==> config.mk <==
export PLATFORM = sky130hd
export DESIGN_NAME = pdp_mem_arbiter
export DESIGN_NICKNAME = d
export VERILOG_FILES = /design/src/rtl/pdp_mem_arbiter.sv
export SDC_FILE = /design/constraint.sdc
export NUM_CORES = 1
export LEC_CHECK = 0
export ABC_AREA = 1
export BUFFER_PORTS_ARGS = -buffer_cell sky130_fd_sc_hd__buf_2
export CAP_MARGIN = 20
export CORE_UTILIZATION = 45
export CTS_CLUSTER_DIAMETER = 150
export DETAILED_ROUTE_END_ITERATION = 16
export GPL_TIMING_DRIVEN = 0
export MAX_ROUTING_LAYER = met4
export PLACE_DENSITY = 0.77
export SYNTH_ARGS = -nofsm -noshare
export SYNTH_HDL_FRONTEND = slang
export SYNTH_SLANG_ARGS = --single-unit
==> constraint.sdc <==
create_clock -name clk -period 1.9 [get_ports clk]
set_input_delay 0.095 -clock clk [delete_from_list [all_inputs] [get_ports clk]]
set_output_delay 0.095 -clock clk [all_outputs]
set_load 0.05 [all_outputs]
==> src/rtl/pdp_mem_arbiter.sv <==
// Three-port memory arbiter: instruction fetch, execute read and execute write share
// one memory port through a four-state FSM with fairness and read timeout.
module pdp_mem_arbiter #(
  parameter int ADDR_WIDTH = 12,
  parameter int DATA_WIDTH = 12,
  parameter int TIMEOUT    = 15,
  parameter int FAIR_MAX   = 3
) (
  input  logic                  clk,
  input  logic                  reset,
  input  logic                  ifu_rd_req,
  input  logic [ADDR_WIDTH-1:0] ifu_rd_addr,
  output logic [DATA_WIDTH-1:0] ifu_rd_data,
  output logic                  ifu_rd_ack,
  input  logic                  exec_rd_req,
  input  logic [ADDR_WIDTH-1:0] exec_rd_addr,
  output logic [DATA_WIDTH-1:0] exec_rd_data,
  output logic                  exec_rd_ack,
  input  logic                  exec_wr_req,
  input  logic [ADDR_WIDTH-1:0] exec_wr_addr,
  input  logic [DATA_WIDTH-1:0] exec_wr_data,
  output logic                  exec_wr_ack,
  output logic                  mem_req,
  output logic                  mem_we,
  output logic [ADDR_WIDTH-1:0] mem_addr,
  output logic [DATA_WIDTH-1:0] mem_wdata,
  input  logic [DATA_WIDTH-1:0] mem_rdata,
  input  logic                  mem_rvalid,
  output logic                  busy,
  output logic                  timeout_err
);

  localparam int FAIR_W = (FAIR_MAX < 1) ? 1 : $clog2(FAIR_MAX + 1);
  localparam int TMO_W  = 8;
  localparam logic [FAIR_W-1:0] FAIR_TOP = FAIR_W'(FAIR_MAX);
  // WAIT_RD lasts TIMEOUT-1 cycles so the timeout ack lands TIMEOUT cycles after entry
  localparam logic [TMO_W-1:0]  TMO_LAST = (TIMEOUT > 1) ? TMO_W'(TIMEOUT - 2) : '0;

  typedef enum logic [1:0] {IDLE, ISSUE, WAIT_RD, DONE} state_t;
  typedef enum logic [1:0] {PORT_IFU, PORT_EXEC_RD, PORT_EXEC_WR} port_t;

  state_t state, state_nxt;
  port_t  port_q, port_nxt, win_port;

  logic [ADDR_WIDTH-1:0] win_addr;
  logic [FAIR_W-1:0]     fair_cnt, fair_nxt;
  logic [TMO_W-1:0]      tmo_cnt, tmo_nxt;
  logic                  any_req, ack_any;

  logic                  mem_req_nxt, mem_we_nxt;
  logic [ADDR_WIDTH-1:0] mem_addr_nxt;
  logic [DATA_WIDTH-1:0] mem_wdata_nxt;
  logic [DATA_WIDTH-1:0] ifu_rd_data_nxt, exec_rd_data_nxt;
  logic                  ifu_rd_ack_nxt, exec_rd_ack_nxt, exec_wr_ack_nxt;
  logic                  busy_nxt, timeout_err_nxt;

  assign any_req = ifu_rd_req | exec_rd_req | exec_wr_req;
  // Requesters still hold their level during the ack cycle, so no grant is made then
  assign ack_any = ifu_rd_ack | exec_rd_ack | exec_wr_ack;

  always_comb begin
    win_port = PORT_IFU;
    win_addr = ifu_rd_addr;
    if (ifu_rd_req && (fair_cnt == FAIR_TOP)) begin
      win_port = PORT_IFU;
      win_addr = ifu_rd_addr;
    end else if (exec_wr_req) begin
      win_port = PORT_EXEC_WR;
      win_addr = exec_wr_addr;
    end else if (exec_rd_req) begin
      win_port = PORT_EXEC_RD;
      win_addr = exec_rd_addr;
    end
  end

  always_comb begin
    state_nxt        = state;
    port_nxt         = port_q;
    fair_nxt         = fair_cnt;
    tmo_nxt          = tmo_cnt;
    mem_req_nxt      = 1'b0;
    mem_we_nxt       = 1'b0;
    mem_addr_nxt     = mem_addr;
    mem_wdata_nxt    = mem_wdata;
    ifu_rd_data_nxt  = ifu_rd_data;
    exec_rd_data_nxt = exec_rd_data;
    ifu_rd_ack_nxt   = 1'b0;
    exec_rd_ack_nxt  = 1'b0;
    exec_wr_ack_nxt  = 1'b0;
    timeout_err_nxt  = timeout_err;

    unique case (state)
      IDLE: begin
        if (any_req && !ack_any) begin
          state_nxt    = ISSUE;
          port_nxt     = win_port;
          tmo_nxt      = '0;
          mem_req_nxt  = 1'b1;
          mem_we_nxt   = (win_port == PORT_EXEC_WR);
          mem_addr_nxt = win_addr;
          if (win_port == PORT_EXEC_WR) mem_wdata_nxt = exec_wr_data;
          if (win_port == PORT_IFU) begin
            fair_nxt = '0;
          end else if (ifu_rd_req && (fair_cnt != FAIR_TOP)) begin
            fair_nxt = fair_cnt + 1'b1;
          end
        end
      end
      ISSUE: begin
        tmo_nxt   = '0;
        state_nxt = (port_q == PORT_EXEC_WR) ? DONE : WAIT_RD;
      end
      WAIT_RD: begin
        if (mem_rvalid) begin
          state_nxt = DONE;
          if (port_q == PORT_IFU) ifu_rd_data_nxt  = mem_rdata;
          else                    exec_rd_data_nxt = mem_rdata;
        end else if (tmo_cnt == TMO_LAST) begin
          state_nxt       = DONE;
          timeout_err_nxt = 1'b1;
          if (port_q == PORT_IFU) ifu_rd_data_nxt  = '0;
          else                    exec_rd_data_nxt = '0;
        end else begin
          tmo_nxt = tmo_cnt + 1'b1;
        end
      end
      DONE: begin
        state_nxt = IDLE;
        case (port_q)
          PORT_IFU:     ifu_rd_ack_nxt  = 1'b1;
          PORT_EXEC_RD: exec_rd_ack_nxt = 1'b1;
          PORT_EXEC_WR: exec_wr_ack_nxt = 1'b1;
          default:      ifu_rd_ack_nxt  = 1'b0;
        endcase
      end
      default: state_nxt = IDLE;
    endcase

    busy_nxt = (state_nxt != IDLE);
  end

  always_ff @(posedge clk or posedge reset) begin
    if (reset) state <= IDLE;
    else       state <= state_nxt;
  end

  // Registered outputs and bookkeeping
  always_ff @(posedge clk or posedge reset) begin
    if (reset) begin
      port_q       <= PORT_IFU;
      fair_cnt     <= '0;
      tmo_cnt      <= '0;
      mem_req      <= 1'b0;
      mem_we       <= 1'b0;
      mem_addr     <= '0;
      mem_wdata    <= '0;
      ifu_rd_data  <= '0;
      exec_rd_data <= '0;
      ifu_rd_ack   <= 1'b0;
      exec_rd_ack  <= 1'b0;
      exec_wr_ack  <= 1'b0;
      busy         <= 1'b0;
      timeout_err  <= 1'b0;
    end else begin
      port_q       <= port_nxt;
      fair_cnt     <= fair_nxt;
      tmo_cnt      <= tmo_nxt;
      mem_req      <= mem_req_nxt;
      mem_we       <= mem_we_nxt;
      mem_addr     <= mem_addr_nxt;
      mem_wdata    <= mem_wdata_nxt;
      ifu_rd_data  <= ifu_rd_data_nxt;
      exec_rd_data <= exec_rd_data_nxt;
      ifu_rd_ack   <= ifu_rd_ack_nxt;
      exec_rd_ack  <= exec_rd_ack_nxt;
      exec_wr_ack  <= exec_wr_ack_nxt;
      busy         <= busy_nxt;
      timeout_err  <= timeout_err_nxt;
    end
  end

endmodule

==> results of run 1 <==
-- kinds of logic (layout without fill, tap and decap cells) --
kind of cell / count (synthesis) / after routing / share of synthesized area
buffers and inverters: 41 / 189 / 0.0593
flip-flops: 69 / 69 / 0.528
adder cells (fa/ha/maj): 7 / 7 / 0.0268
AND/OR/NAND/NOR: 189 / 189 / 0.242
AO/OA/AOI/OAI: 75 / 75 / 0.144
-- layout make-up --
class / count / area, um^2 / area share
multi-input combinational: 271 / 1350 / 0.310
buffer: 15 / 96.3 / 0.0221
sequential: 69 / 1730 / 0.396
tap: 96 / 120 / 0.0275
clock inverter: 6 / 113 / 0.0258
clock buffer: 9 / 124 / 0.0284
timing repair buffer: 133 / 731 / 0.167
inverter: 26 / 100 / 0.0229
-- worst min path at each step --
stage | startpoint | to | slack (ns)
3_3_place_gp | exec_wr_data[8] | mem_wdata[8]$_DFFE_PP0P_ | 0.29
5_1_grt | mem_rdata[9] | ifu_rd_data[9]$_DFFE_PP0P_ | 0.04
4_1_cts | mem_rdata[9] | ifu_rd_data[9]$_DFFE_PP0P_ | 0.03
6_report | mem_rdata[9] | ifu_rd_data[9]$_DFFE_PP0P_ | 0.04
3_5_place_dp | exec_wr_data[4] | mem_wdata[4]$_DFFE_PP0P_ | 0.30
2_1_floorplan | exec_wr_data[0] | mem_wdata[0]$_DFFE_PP0P_ | 0.20
-- through the flow --
step	TNS, ns	hold slack, ns	worst slack, ns
final	0	0.0434	0.183
after global routing	0	0.0399	0.00358
after CTS	0	0.0262	0.196
after global placement	-51.84	0.288	-0.754
after floorplan	0	0.205	0.0651
after detailed placement	0	0.295	0.209
-- registers in the layout, indices dropped and copies added (netlist names) --
signal,cells
exec_rd_data,12
ifu_rd_data,12
mem_addr,12
mem_wdata,12
tmo_cnt,8
fair_cnt,2
port_q,2
state,2
busy,1
exec_rd_ack,1
exec_wr_ack,1
ifu_rd_ack,1
mem_req,1
mem_we,1
timeout_err,1
-- worst min-delay path, delay by kind of cell --
kind	cells	cell delay, ns
compound gates	1	0.06
buf+inv	1	0.10
simple gates	1	0.09
-- layout by cell type (no fill, tap or decap), types with 9 or more instances in the layout --
master,n
nor2_1,12
buf_2,125
inv_1,23
dlygate4sd3_1,13
clkbuf_8,9
nand2_1,141
o21ai_0,40
o21ai_2,23
dfrtp_1,69
nand3_1,24
-- timing repair --
item | in CTS | in global routing
endpoints found under the setup margin | 0 | 4
hold buffers | 13 | 0
hold endpoints to repair | 81 | 0
resized for setup | 0 | 1
buffers inserted | 0 | 0
-- report_power, final --
part           switching [mW]  internal [mW]  total (mW)
combinational            2.88          0.967        3.85
sequential              0.312           2.01        2.33
clock                   0.569          0.867        1.44
total                    3.76           3.85        7.61
-- metal layers --
metal,wire [um],vias up,share of wire,global-route usage
li1,-,1515,-,-
met1,3410,1369,0.44,0.278
met2,3890,96,0.50,0.365
met3,321,14,0.041,0.0398
met4,145,0,0.019,0.0909
met5,0,-,0,-
==> out/results.ini, run 1 <==
[power_and_ir_drop]
p_per_area_mw_per_mm2=1740
total_power_mw=7.61
vdd_drop_max_v=0.00112
p_leak_nw=2.35

[yosys]
synth_common_cells=nand2_1 (141), dfrtp_1 (69), o21ai_0 (40), inv_1 (24), nand3_1 (24)
avgSynthCellArea_um2=8.58
async_flop_share=1.00
synth_most_common_cell=nand2_1
synth_seq_cells=69
ys_warn_count=0
yosysUniqueCellTypes=25
synthCells=381
synth_top_cells_by_area=dfrtp_1 (53%), nand2_1 (16%), o21ai_2 (6.2%)
yosys.area.top_type=dfrtp_1
synth-edff-count=0
netlist.area_leader.share=0.528
syn-num-nets=454
synth_area_mm2=0.00327
yosysSeqAreaShare=0.528
synthFlopType=dfrtp_1

[run_status]
status=finished clean

[final_layout]
area_growth_pct=33.4
num-nets-final=598
drive_gt1_frac=0.340
antenna_cells=0
fillerInstances=636
post-route-cell-area_mm2=0.00436
utilization=0.632
instances_no_fill=625

[place]
dpl.hpwl_mm=5.52
dp.cells=597
port_buffers=120
finalWeightedCongestion=0.832
place_area_mm2=0.00399

[clocking]
tritoncts=built
clock_latency_ns=0.34
clkSinkCount=69
cts_max_level=3
clk_pin_slew_ns=0.08
cts_buffer_depth=2
root_buffer=clkbuf_8
cts_made_buffers=9

[setup_path]
cp-startpoint=state[0]$_DFF_PP0_
r2r_setup_slack_ns=0.18
end_kind=flop
crit_type=reg -> reg
required_ns=2.13
worst-path-buf-inv=3
slowest_delay_ns=0.42
worstReg2RegStart=state[0]$_DFF_PP0_
path_cells=inv_1 -> ha_1 -> buf_2 -> nand2_1 -> nand2_4 -> nand2_4 -> buf_6 -> nand2_1 -> o21ai_2
rr_worst_depth=9
cp.depth=9
arrival_ns=1.95
crit_fanout=10
crit_family=buffers and inverters
cp-endpoint=exec_rd_data[0]$_DFFE_PP0P_
worstSetupStartpointType=flop
cpMaxStageDelayCell=dfrtp_1
r2r-end=exec_rd_data[0]$_DFFE_PP0P_

[sta]
final-setup-viol-count=0
hold_viol=0
relSlewSlack=0.446
fin_crit_sh=0.903
fin_skew_ns=0.00972
min_period_ns=1.72
clock.fmax_mhz=583
tightest_slew_ns=0.831
rsz0062_at_grt=no
slew_viol_final=0

[floorplanning]
dieArea_mm2=0.00761
start_util=0.474
die_w_um=87.3
num_io_pins=121
core.rowCount=30
fp.dieH_um=87.3
core-area_mm2=0.00691

[global_route]
antenna_found_initial=0
grt_overflow_total=0
grt_pass1_vias=2827
grt_start_max_net_pins=70
track_usage=0.224
grt_pass1_wl_mm=12.7

[detailed_routing]
avgViaCountPerCell=4.79
drt_wl_total_mm=7.77
num_vias=2994
postRouteAntennaNets=0
wl_per_cell_um=12.4
drc=0
first_pass_iters=4
drtIter0Drc=129

[min_path]
holdPathStages=3
hp-class=in -> reg

[job]
maxCapViolations=0

Power figures use the tool's default switching activity.
==> run 2: changes to the inputs <==
--- a/config.mk
+++ b/config.mk
@@ -14,6 +14,7 @@
 export GPL_TIMING_DRIVEN = 0
 export MAX_ROUTING_LAYER = met4
 export PLACE_DENSITY = 0.77
+export RECOVER_POWER = 50
 export SYNTH_ARGS = -nofsm -noshare
 export SYNTH_HDL_FRONTEND = slang
 export SYNTH_SLANG_ARGS = --single-unit
==> run 2 against run 1 <==
  * Global-route usage did not move
  * Register-to-register slack about the same
  * Non-clock buffer count unchanged
  * Clock power hardly changed
  * Critical path depth unchanged
  * Sequential share of layout area increased by 0.66 points
  * Core utilization shrank 1.0 points
  * Setup slack worse by 0.0010 ns
  * Sequential cell count is the same
  * Highest routed layer unchanged
  * First-iteration DRC count increased by 1.6%
  * Combinational power shrank 4%
  * Hold slack worse by 0.00061 ns
==> out/results.ini, run 2 (synthesized netlist as in run 1, its figures left out) <==
[run_status]
status=finished clean

[global_route]
antenna_found_initial=0
grt_pass1_wl_mm=12.7
grt_overflow_total=0
grt_start_max_net_pins=70
grt_pass1_vias=2827
track_usage=0.224

[detailed_routing]
first_pass_iters=4
wl_per_cell_um=12.5
num_vias=2997
drt_wl_total_mm=7.82
avgViaCountPerCell=4.80
drc=0
postRouteAntennaNets=0
drtIter0Drc=131

[setup_path]
end_kind=flop
worstReg2RegStart=state[0]$_DFF_PP0_
crit_type=reg -> reg
cp-startpoint=state[0]$_DFF_PP0_
crit_fanout=10
required_ns=2.13
worstSetupStartpointType=flop
arrival_ns=1.95

[sta]
clock.fmax_mhz=582
min_period_ns=1.72
slew_viol_final=0
fin_skew_ns=0.00988
timing.final.ws_setup_ns=0.182
finalSetupTns_ns=0
fin_crit_sh=0.904
hold_viol=0
hold_ws_ns=0.0428
rsz0062_at_grt=no
final-setup-viol-count=0
relSlewSlack=0.0593
tightest_slew_ns=1.41

[floorplanning]
core.rowCount=30
num_io_pins=121
die_w_um=87.3
dieArea_mm2=0.00761
core-area_mm2=0.00691
start_util=0.474
fp.dieH_um=87.3

[min_path]
hp-class=in -> reg
hp-start=mem_rdata[9]

[clocking]
cts_setup_buffers=0
cts_buffer_depth=2
clock_latency_ns=0.34
tritoncts=built
cts_max_level=3
cts_made_buffers=9
root_buffer=clkbuf_8
clkSinkCount=69
clk_pin_slew_ns=0.08

[final_layout]
final_common_cell=nand2_1
fillerInstances=647
area_growth_pct=31.2
drive_gt1_frac=0.236
post-route-cell-area_mm2=0.00429
utilization=0.621
antenna_cells=0
instances_no_fill=625
num-nets-final=598
layout_common_cells=nand2_1 (141), buf_2 (70), dfrtp_1 (69), clkbuf_1 (60), o21ai_0 (40)

[place]
place_area_mm2=0.00399
finalWeightedCongestion=0.832
port_buffers=120
dp.cells=597
pre_cts_ws_ns=0.209
dpl.hpwl_mm=5.52

[job]
maxCapViolations=0

[power_and_ir_drop]
total_power_mw=7.50
vdd_drop_max_v=0.00110
p_leak_nw=2.16
p_per_area_mw_per_mm2=1750

==> run 2: cell count changes in the layout (fill, tap and decap cells not counted), sizes merged <==
cell / change
buf: -55
clkbuf: +55
==> run 2: per-layer routing <==
layer,track usage,up-vias,routed length (um)
met2,0.365,96,3880
met1,0.278,1370,3450
met4,0.0909,0,129
met5,-,-,0
li1,-,1519,-
met3,0.0398,12,351
==> run 2: power breakdown <==
| group | internal [mW] | total [mW] | leakage, nW | switching (mW) |
|---|---|---|---|---|
| sequential | 2.01 | 2.34 | 0.892 | 0.328 |
| combinational | 0.835 | 3.71 | 1.15 | 2.88 |
| clock | 0.867 | 1.44 | 0.119 | 0.571 |
| total | 3.72 | 7.50 | 2.16 | 3.78 |
==> run 2: path summary, 6_finish.rpt <==
path / to / slack, ns / cells after the start
setup / recovery: exec_rd_data[0]$_DFFE_PP0P_ / 0.18 / 9
hold / removal: ifu_rd_data[9]$_DFFE_PP0P_ / 0.04 / 3
setup reg to reg: exec_rd_data[0]$_DFFE_PP0P_ / 0.18 / 9
hold reg to reg: ifu_rd_data[10]$_DFFE_PP0P_ / 0.48 / 2
max in group asynchronous: tmo_cnt[2]$_DFFE_PP0P_ / 0.31 / 3
min in group asynchronous: exec_rd_data[3]$_DFFE_PP0P_ / 0.71 / 3
==> run 2: timing repair <==
item | 4_1_cts | 5_1_grt
hold endpoints to repair | 81 | 0
hold buffers | 13 | 0
gates resized for setup | 0 | 1
endpoints found under the setup margin | 0 | 4
==> run 2: area by class of cell <==
cell class                      instances  area (um^2)  area share
Buffer                                 15         96.3      0.0224
Clock buffer                            9          124      0.0289
Clock inverter                          6          113      0.0262
Inverter                               26         97.6      0.0227
Multi-Input combinational cell        271         1350       0.315
Sequential cell                        69         1730       0.402
Tap cell                               96          120      0.0280
Timing Repair Buffer                  133          662       0.154
==> run 2: critical path, cell delays in order, from the launching register on <==
cell and delay (ns):
dfrtp_1 0.42, inv_1 0.13, ha_1 0.21, buf_2 0.23
nand2_1 0.14, nand2_4 0.12, nand2_4 0.08, buf_6 0.15
nand2_1 0.07, o21ai_2 0.05
